**src/rtl/vdp_color_palette.sv**
```systemverilog
// VDP colour-output stage: maps 5-bit pixel indices through CRAM to 4:4:4 VGA RGB
// and handles CPU CRAM writes in Game Gear (two-byte latched) and SMS (6-bit) formats.
module vdp_color_palette #(
    parameter int CRAM_ENTRIES = 32,
    parameter int CH_BITS      = 4
) (
    input  logic                clk,
    input  logic                rst,
    input  logic [4:0]          color_idx,
    input  logic                de,
    input  logic                active,
    input  logic [3:0]          backdrop_idx,
    input  logic                gg_mode,
    input  logic                cram_we,
    input  logic [5:0]          cram_addr,
    input  logic [7:0]          cram_din,
    output logic [CH_BITS-1:0]  vga_r,
    output logic [CH_BITS-1:0]  vga_g,
    output logic [CH_BITS-1:0]  vga_b
);

    localparam int ENTRY_W = 3 * CH_BITS;

    // Entry layout is {B, G, R}
    logic [ENTRY_W-1:0] cram [CRAM_ENTRIES];
    logic [7:0]         gg_latch;

    logic [4:0]         s1_idx;
    logic               s1_de;
    logic               s1_active;
    logic [3:0]         s1_backdrop;

    logic [4:0]         eff_idx;
    logic [ENTRY_W-1:0] eff_entry;
    logic [ENTRY_W-1:0] sms_entry;

    always_comb begin
        sms_entry = {{2{cram_din[5:4]}}, {2{cram_din[3:2]}}, {2{cram_din[1:0]}}};
    end

    always_ff @(posedge clk or posedge rst) begin
        if (rst) begin
            for (int unsigned i = 0; i < CRAM_ENTRIES; i++) begin
                cram[i] <= '0;
            end
            gg_latch <= '0;
        end else if (cram_we) begin
            if (gg_mode) begin
                if (!cram_addr[0]) begin
                    gg_latch <= cram_din;
                end else begin
                    cram[cram_addr[5:1]] <= {cram_din[3:0], gg_latch};
                end
            end else begin
                cram[cram_addr[4:0]] <= sms_entry;
            end
        end
    end

    always_ff @(posedge clk or posedge rst) begin
        if (rst) begin
            s1_idx      <= '0;
            s1_de       <= 1'b0;
            s1_active   <= 1'b0;
            s1_backdrop <= '0;
        end else begin
            s1_idx      <= color_idx;
            s1_de       <= de;
            s1_active   <= active;
            s1_backdrop <= backdrop_idx;
        end
    end

    // Stage 2 reads CRAM after any write committed on the stage-1 sampling edge
    always_comb begin
        eff_idx   = s1_active ? s1_idx : {1'b1, s1_backdrop};
        eff_entry = cram[eff_idx];
    end

    always_ff @(posedge clk or posedge rst) begin
        if (rst) begin
            vga_r <= '0;
            vga_g <= '0;
            vga_b <= '0;
        end else if (!s1_de) begin
            vga_r <= '0;
            vga_g <= '0;
            vga_b <= '0;
        end else begin
            vga_r <= eff_entry[CH_BITS-1:0];
            vga_g <= eff_entry[2*CH_BITS-1:CH_BITS];
            vga_b <= eff_entry[3*CH_BITS-1:2*CH_BITS];
        end
    end

endmodule

```
**config.mk**
```make
export PLATFORM = sky130hd
export DESIGN_NAME = vdp_color_palette
export DESIGN_NICKNAME = d
export VERILOG_FILES = /design/src/rtl/vdp_color_palette.sv
export SDC_FILE = /design/constraint.sdc
export NUM_CORES = 1
export LEC_CHECK = 0
export BUFFER_PORTS_ARGS = -buffer_cell sky130_fd_sc_hd__buf_2
export CAP_MARGIN = 20
export CORE_ASPECT_RATIO = 0.75
export CORE_MARGIN = 5
export CORE_UTILIZATION = 35
export CTS_BUF_LIST = sky130_fd_sc_hd__clkbuf_8 sky130_fd_sc_hd__clkbuf_16
export DETAILED_ROUTE_END_ITERATION = 12
export PLACE_DENSITY_LB_ADDON = 0.1
export SLEW_MARGIN = 20
export SYNTH_ARGS = -nofsm -noshare
export SYNTH_HDL_FRONTEND = slang
export SYNTH_SLANG_ARGS = --single-unit
export TNS_END_PERCENT = 5
```
**constraint.sdc**
```tcl
create_clock -name clk -period 34.6 [get_ports clk]
set_clock_uncertainty 0.05 [all_clocks]
set_input_delay 1.73 -clock clk [delete_from_list [all_inputs] [get_ports clk]]
set_output_delay 1.73 -clock clk [all_outputs]
set_load 0.01 [all_outputs]
```
==> metrics.txt, run 1 <==
outcome finished clean; WL/cell 29.4 µm; hpwl dp 62900 µm; setup TNS 0 ps; commonest non-fill, non-tap cell in the layout dfrtp_1; # hold bufs at CTS 0; vias in the first global route 21247; Min-Delay Startpoint cram[212]; switching share of power 32.5%; # IOs 41; Via Count 22627; gr usage total 28.2%; Via-to-Cell Ratio 6.35; final wirelength 105000 µm; Max-Cap Viols 0; # Post-CTS Setup Buffers 0; ys async rst share 100%; ANT nets after route 0; Yosys cell types 63; clock-pin transition on the worst setup and hold timing paths 60 ps; clk_lat worst skew 620 ps; max-slew headroom at the worst pin 21.4%; clock group share of total power 37.9%; P_int 979 µW; combinational power share 19.0%; VDD IR-drop max 0.0294 mV; Final Hold Violating Endpoints 0; EDFF count, synth 0; Die Footprint 72500 µm²; Placement Setup Slack 29840 ps; CTS tree yes; Mapped Nets 2859; worst reg2reg path endpoint vga_r[1]; HP Class reg -> reg; Max clock buf depth 3; maximum number of pins on one net before global-route repair 165; Worst Hold Endpoint cram[212]; Yosys warning count 0; Worst EP required 35000 ps; Buffers on Ports 40; first-pass GRT wire length 152000 µm; path type of the worst setup path in -> reg; P per Cell Area 56.7 nW/µm²; die width 309 µm; # resized after CTS 0; minimum clock period 4200 ps; Startpoint Class primary input; sequential cell area fraction in the yosys report 44.2%; CP endpoint kind register; Num CTS Buffers 48; ys flop type dfrtp_1; DRT Pass-1 Iters 6; Reg2Reg Setup Slack 30530 ps; RSZ-0062 raised after global routing no; Syn Area/Cell 8.31 µm²; NetSw 472 µW; setup ws final 30400 ps; grt ovf 0; Cells after Synth 2830; Hold Worst Slack 427 ps; Area Growth Syn to Fin 8.74%; core area 66700 µm²; Final Setup Violations 0; Achievable Freq 238 MHz; gpl congestion 0.928; R2R cell count 6; root buf cell clkbuf_16; CTS sink count 415; Mapped Area 23500 µm²; fin crit share 12.1%; H-tree depth 2; Site Rows 82; Critical Path AT 4600 ps; initial DRC count 2884; Worst Tran Pin Value 1170 ps; most frequent cells in the layout 411 x dfrtp_1, 383 x a22oi_1, 371 x a21oi_1, 348 x nand2_1, 326 x nor2_1; drt drc 0; cell leakage power 0.00963 µW; sequential share of power 43.1%; worst r2r src s1_active; crit-path max FO 24; Slew Viols, Final 0; Final #Nets 2671; share of post-route cells with drive strength above 1 10.6%; Seq cells post-synth 415; total power 1450 µW; hold path cells 2; Initial Utilization 35.3%; Die Y 234 µm; initial antenna violation count 2
==> synth_stat cells, types with 6 or more instances <==
master    number  share of area, %
mux2_2        22               1.1
o22ai_1       15              0.40
and2_1        18              0.48
a31oi_1       24              0.64
buf_4         18              0.57
or2_2          7              0.19
nor2b_1       26              0.69
nor3b_1        6              0.19
buf_2         95               2.0
o21ai_0      201               4.3
inv_1          8              0.13
a21oi_1      371               7.9
a21o_1         8              0.26
buf_1         12              0.19
dfrtp_1      415                44
nor2_2        20              0.53
a22oi_1      383                12
nand3b_1       8              0.26
nand2b_1      19              0.51
nor3_1        36              0.77
nand2_1      348               5.6
a22o_1         7              0.26
o211ai_1      12              0.38
a221oi_1      10              0.37
a32o_1         6              0.26
mux4_2        16               1.5
clkbuf_1     204               3.3
a211oi_1      44               1.4
nor2_1       337               5.4
o221ai_1      10              0.37
nand3_1       53               1.1
==> state kept, by name, indices dropped and copies added, names as in the netlist <==
signal and cells:
cram 384, gg_latch 8, s1_active 1, s1_backdrop 4
s1_de 1, s1_idx 5, vga_b 4, vga_g 4
vga_r 4
==> final cells by class <==
type / instances / area [µm²]
Antenna cell: 2 / 5.00
Clock buffer: 63 / 1420
Clock inverter: 25 / 244
Fill cell: 6847 / 41100
Inverter: 10 / 45.0
Multi-Input combinational cell: 2073 / 11700
Sequential cell: 415 / 10400
Tap cell: 882 / 1100
Timing Repair Buffer: 94 / 621
==> worst max-delay path, stage by stage <==
cell and delay (ps):
buf_2 150, nand2b_1 700, nor2_1 990, mux2_2 290, nand2_1 390, nand2_1 220
o21ai_0 120
==> logic make-up (layout without fill, tap and decap cells) <==
logic type             after synthesis  in the layout  share of synthesized area, %
buffers and inverters              342            192                          6.35
other                                0              2                             0
multiplexers                        46             46                          3.05
AO/OA/AOI/OAI                     1126           1126                          30.1
flip-flops                         415            415                          44.2
AND/OR/NAND/NOR                    901            901                          16.4
==> power by group through the flow <==
stage                     combinational, µW  sequential (µW)  clock (µW)
after floorplan                         179              611           0
after global placement                  263              631           0
after detailed placement                269              632           0
after CTS                               270              624         557
after global routing                    298              634         576
final                                   276              626         549
==> routing by layer <==
metal | routed length [µm] | share of wire (%) | track usage [%] | vias up
met4 | 3630 | 3.5 | 9.63 | 0
met2 | 43200 | 41 | 39.7 | 1256
met1 | 46900 | 45 | 42.2 | 11334
li1 | - | - | - | 9825
met5 | 0 | 0 | 0 | -
met3 | 11000 | 11 | 6.90 | 212
==> through the flow <==
step	cells	utilization [%]	cell area [µm²]
floorplan	2830	-	23500
global placement	3472	35.8	23900
detailed placement	3474	35.8	23900
CTS	3562	38.3	25500
global route	3564	38.3	25600
finish	3564	38.3	25600
==> worst max path at each step <==
stage            startpoint         to  slack [ps]  cells past startpoint
2_1_floorplan           rst    cram[0]       21270                      1
3_3_place_gp   cram_addr[3]  cram[335]       29840                      6
3_5_place_dp   cram_addr[3]  cram[312]       29840                      6
4_1_cts        cram_addr[3]  cram[320]       30500                      7
5_1_grt        cram_addr[4]  cram[267]       30270                      7
6_report       cram_addr[1]   cram[24]       30400                      7
Note: power is estimated with default switching activity, not from simulation.
==> run 2: changes to the inputs <==
Clock period 34.6 ns to 3.77 ns, I/O delays scaled along.
==> run 2 against run 1 <==
Critical path type is now reg -> reg; global-route usage is 1.6 points higher; sequential share of layout area down 1.5 points; die area did not move; flip-flop and latch count is the same; via count up 2.3%; sequential power grew to 9.5 times the previous value; clock power grew to 9.0 times the previous value; critical endpoint is now vga_g[1]; combinational power increased to 9.4 times the previous value; power grew to 9.3 times the previous value; hold slack got worse by 260 ps.
==> metrics.txt, run 2 (synthesis gave the netlist of run 1 again) <==
# IOs 41; root buf cell clkbuf_16; Final Hold Violating Endpoints 0; Reg2Reg Setup Slack 530 ps; Area Growth Syn to Fin 12.9%; # Post-CTS Setup Buffers 0; ANT nets after route 0; critical path's largest stage delay 740 ps; worst r2r src s1_active; CTS tree yes; grt ovf 0; Final Setup Violations 0; VDD IR-drop max 0.302 mV; drt drc 0; Via-to-Cell Ratio 6.31; fin crit share 85.9%; Min-Delay Startpoint color_idx[3]; WL/cell 30.1 µm; Startpoint Class register; minimum clock period 3240 ps; Die Footprint 72500 µm²; # hold bufs at CTS 20; P per Cell Area 508 nW/µm²; max FFs per register 384; Max clock buf depth 3; RSZ-0062 raised after global routing no; Max-Cap Viols 0; Initial Utilization 35.3%; clock-pin transition on the worst setup and hold timing paths 60 ps; Buffers on Ports 40; HP Class in -> reg; final wirelength 110000 µm; leading registers by flop count cram x384, gg_latch x8, s1_idx x5; CP Launch Point s1_active; Achievable Freq 309 MHz; Critical Path AT 3710 ps; share of post-route cells with drive strength above 1 12.9%; Worst EP required 4240 ps; initial DRC count 3137; Via Count 23138; path type of the worst setup path reg -> reg; hpwl dp 73600 µm; Final Util 39.8%; crit-path max FO 38; # resized after CTS 0; Slowest-stage cell, CP dfrtp_4; commonest non-fill, non-tap cell in the layout dfrtp_1; clk_lat worst skew 610 ps; worst-path cell chain buf_4 > mux2_2 > nor3_1 > a21oi_1 > o21ai_0 > and3b_1 > o32ai_2; Site Rows 82; cell leakage power 0.0102 µW; core area 66700 µm²; Num CTS Buffers 48; DRT Pass-1 Iters 8; first-pass GRT wire length 159000 µm; die width 309 µm; Die Y 234 µm; most frequent cells in the layout 411 x dfrtp_1, 383 x a22oi_1, 371 x a21oi_1, 348 x nand2_1, 336 x nor2_1; total power 13500 µW; initial antenna violation count 2; Final #Nets 2773; CTS sink count 415; gpl congestion 0.958; vias in the first global route 21276; gr usage total 29.8%; max-slew headroom at the worst pin 27.5%; outcome finished clean; setup TNS 0 ps; Slew Viols, Final 0; Largest Register cram; maximum number of pins on one net before global-route repair 99; CP endpoint kind register; Worst Tran Pin Value 1080 ps; H-tree depth 2
==> run 2: cell types whose count changed in the layout (fill, tap and decap cells not counted), moves of 4 or more <==
cell	change
buf_12	+16
nor2_1	+10
clkinv_2	+4
dlygate4sd3_1	+20
nor2_2	-10
buf_4	+66
clkinvlp_4	+4
==> run 2: final timing paths <==
| check | end | cells after the start |
|---|---|---|
| setup reg to reg | vga_g[1] | 7 |
| hold / removal | s1_idx[3] | 2 |
| hold reg to reg | cram[215] | 2 |
| max in group asynchronous | cram[332] | 4 |
| setup / recovery | vga_g[1] | 7 |
| min in group asynchronous | cram[152] | 3 |
==> run 2: metal layers <==
layer  part of all wire (%)  up-vias  global-route usage [%]
li1                       -    10046                       -
met1                     46    11607                    46.6
met2                     41     1309                    41.5
met3                    9.6      174                    5.63
met4                    3.3        2                    9.06
met5                  0.010        -                       0
==> run 2: power breakdown <==
| part | total, µW | internal [µW] | switching, µW |
|---|---|---|---|
| combinational | 2590 | 885 | 1710 |
| sequential | 5930 | 5210 | 715 |
| clock | 4950 | 2830 | 2120 |
==> run 2: critical path: cells and delay by family, from the launching register on <==
kind,cells,cell delay [ps]
buffers and inverters,1,350
AO/OA/AOI/OAI,3,600
flip-flops,1,740
AND/OR/NAND/NOR,2,790
multiplexers,1,580
==> run 2: final cells by class <==
cell class / instances / area [µm²]
fill: 6770 / 40200
multi-input combinational: 2073 / 11700
sequential: 415 / 10400
timing repair buffer: 196 / 1640
clock buffer: 61 / 1400
tap: 882 / 1100
clock inverter: 29 / 240
inverter: 10 / 41.3
antenna: 2 / 5.00
==> run 2: per-stage QoR <==
| stage | area (µm²) | setup slack (ps) | hold slack, ps | cells |
|---|---|---|---|---|
| global placement | 24700 | 659 | 247 | 3556 |
| global route | 26500 | 393 | 178 | 3666 |
| detailed placement | 24700 | 605 | 250 | 3556 |
| floorplan | 23500 | -2060 | 170 | 2830 |
| finish | 26500 | 532 | 171 | 3668 |
| CTS | 26500 | 605 | 148 | 3666 |
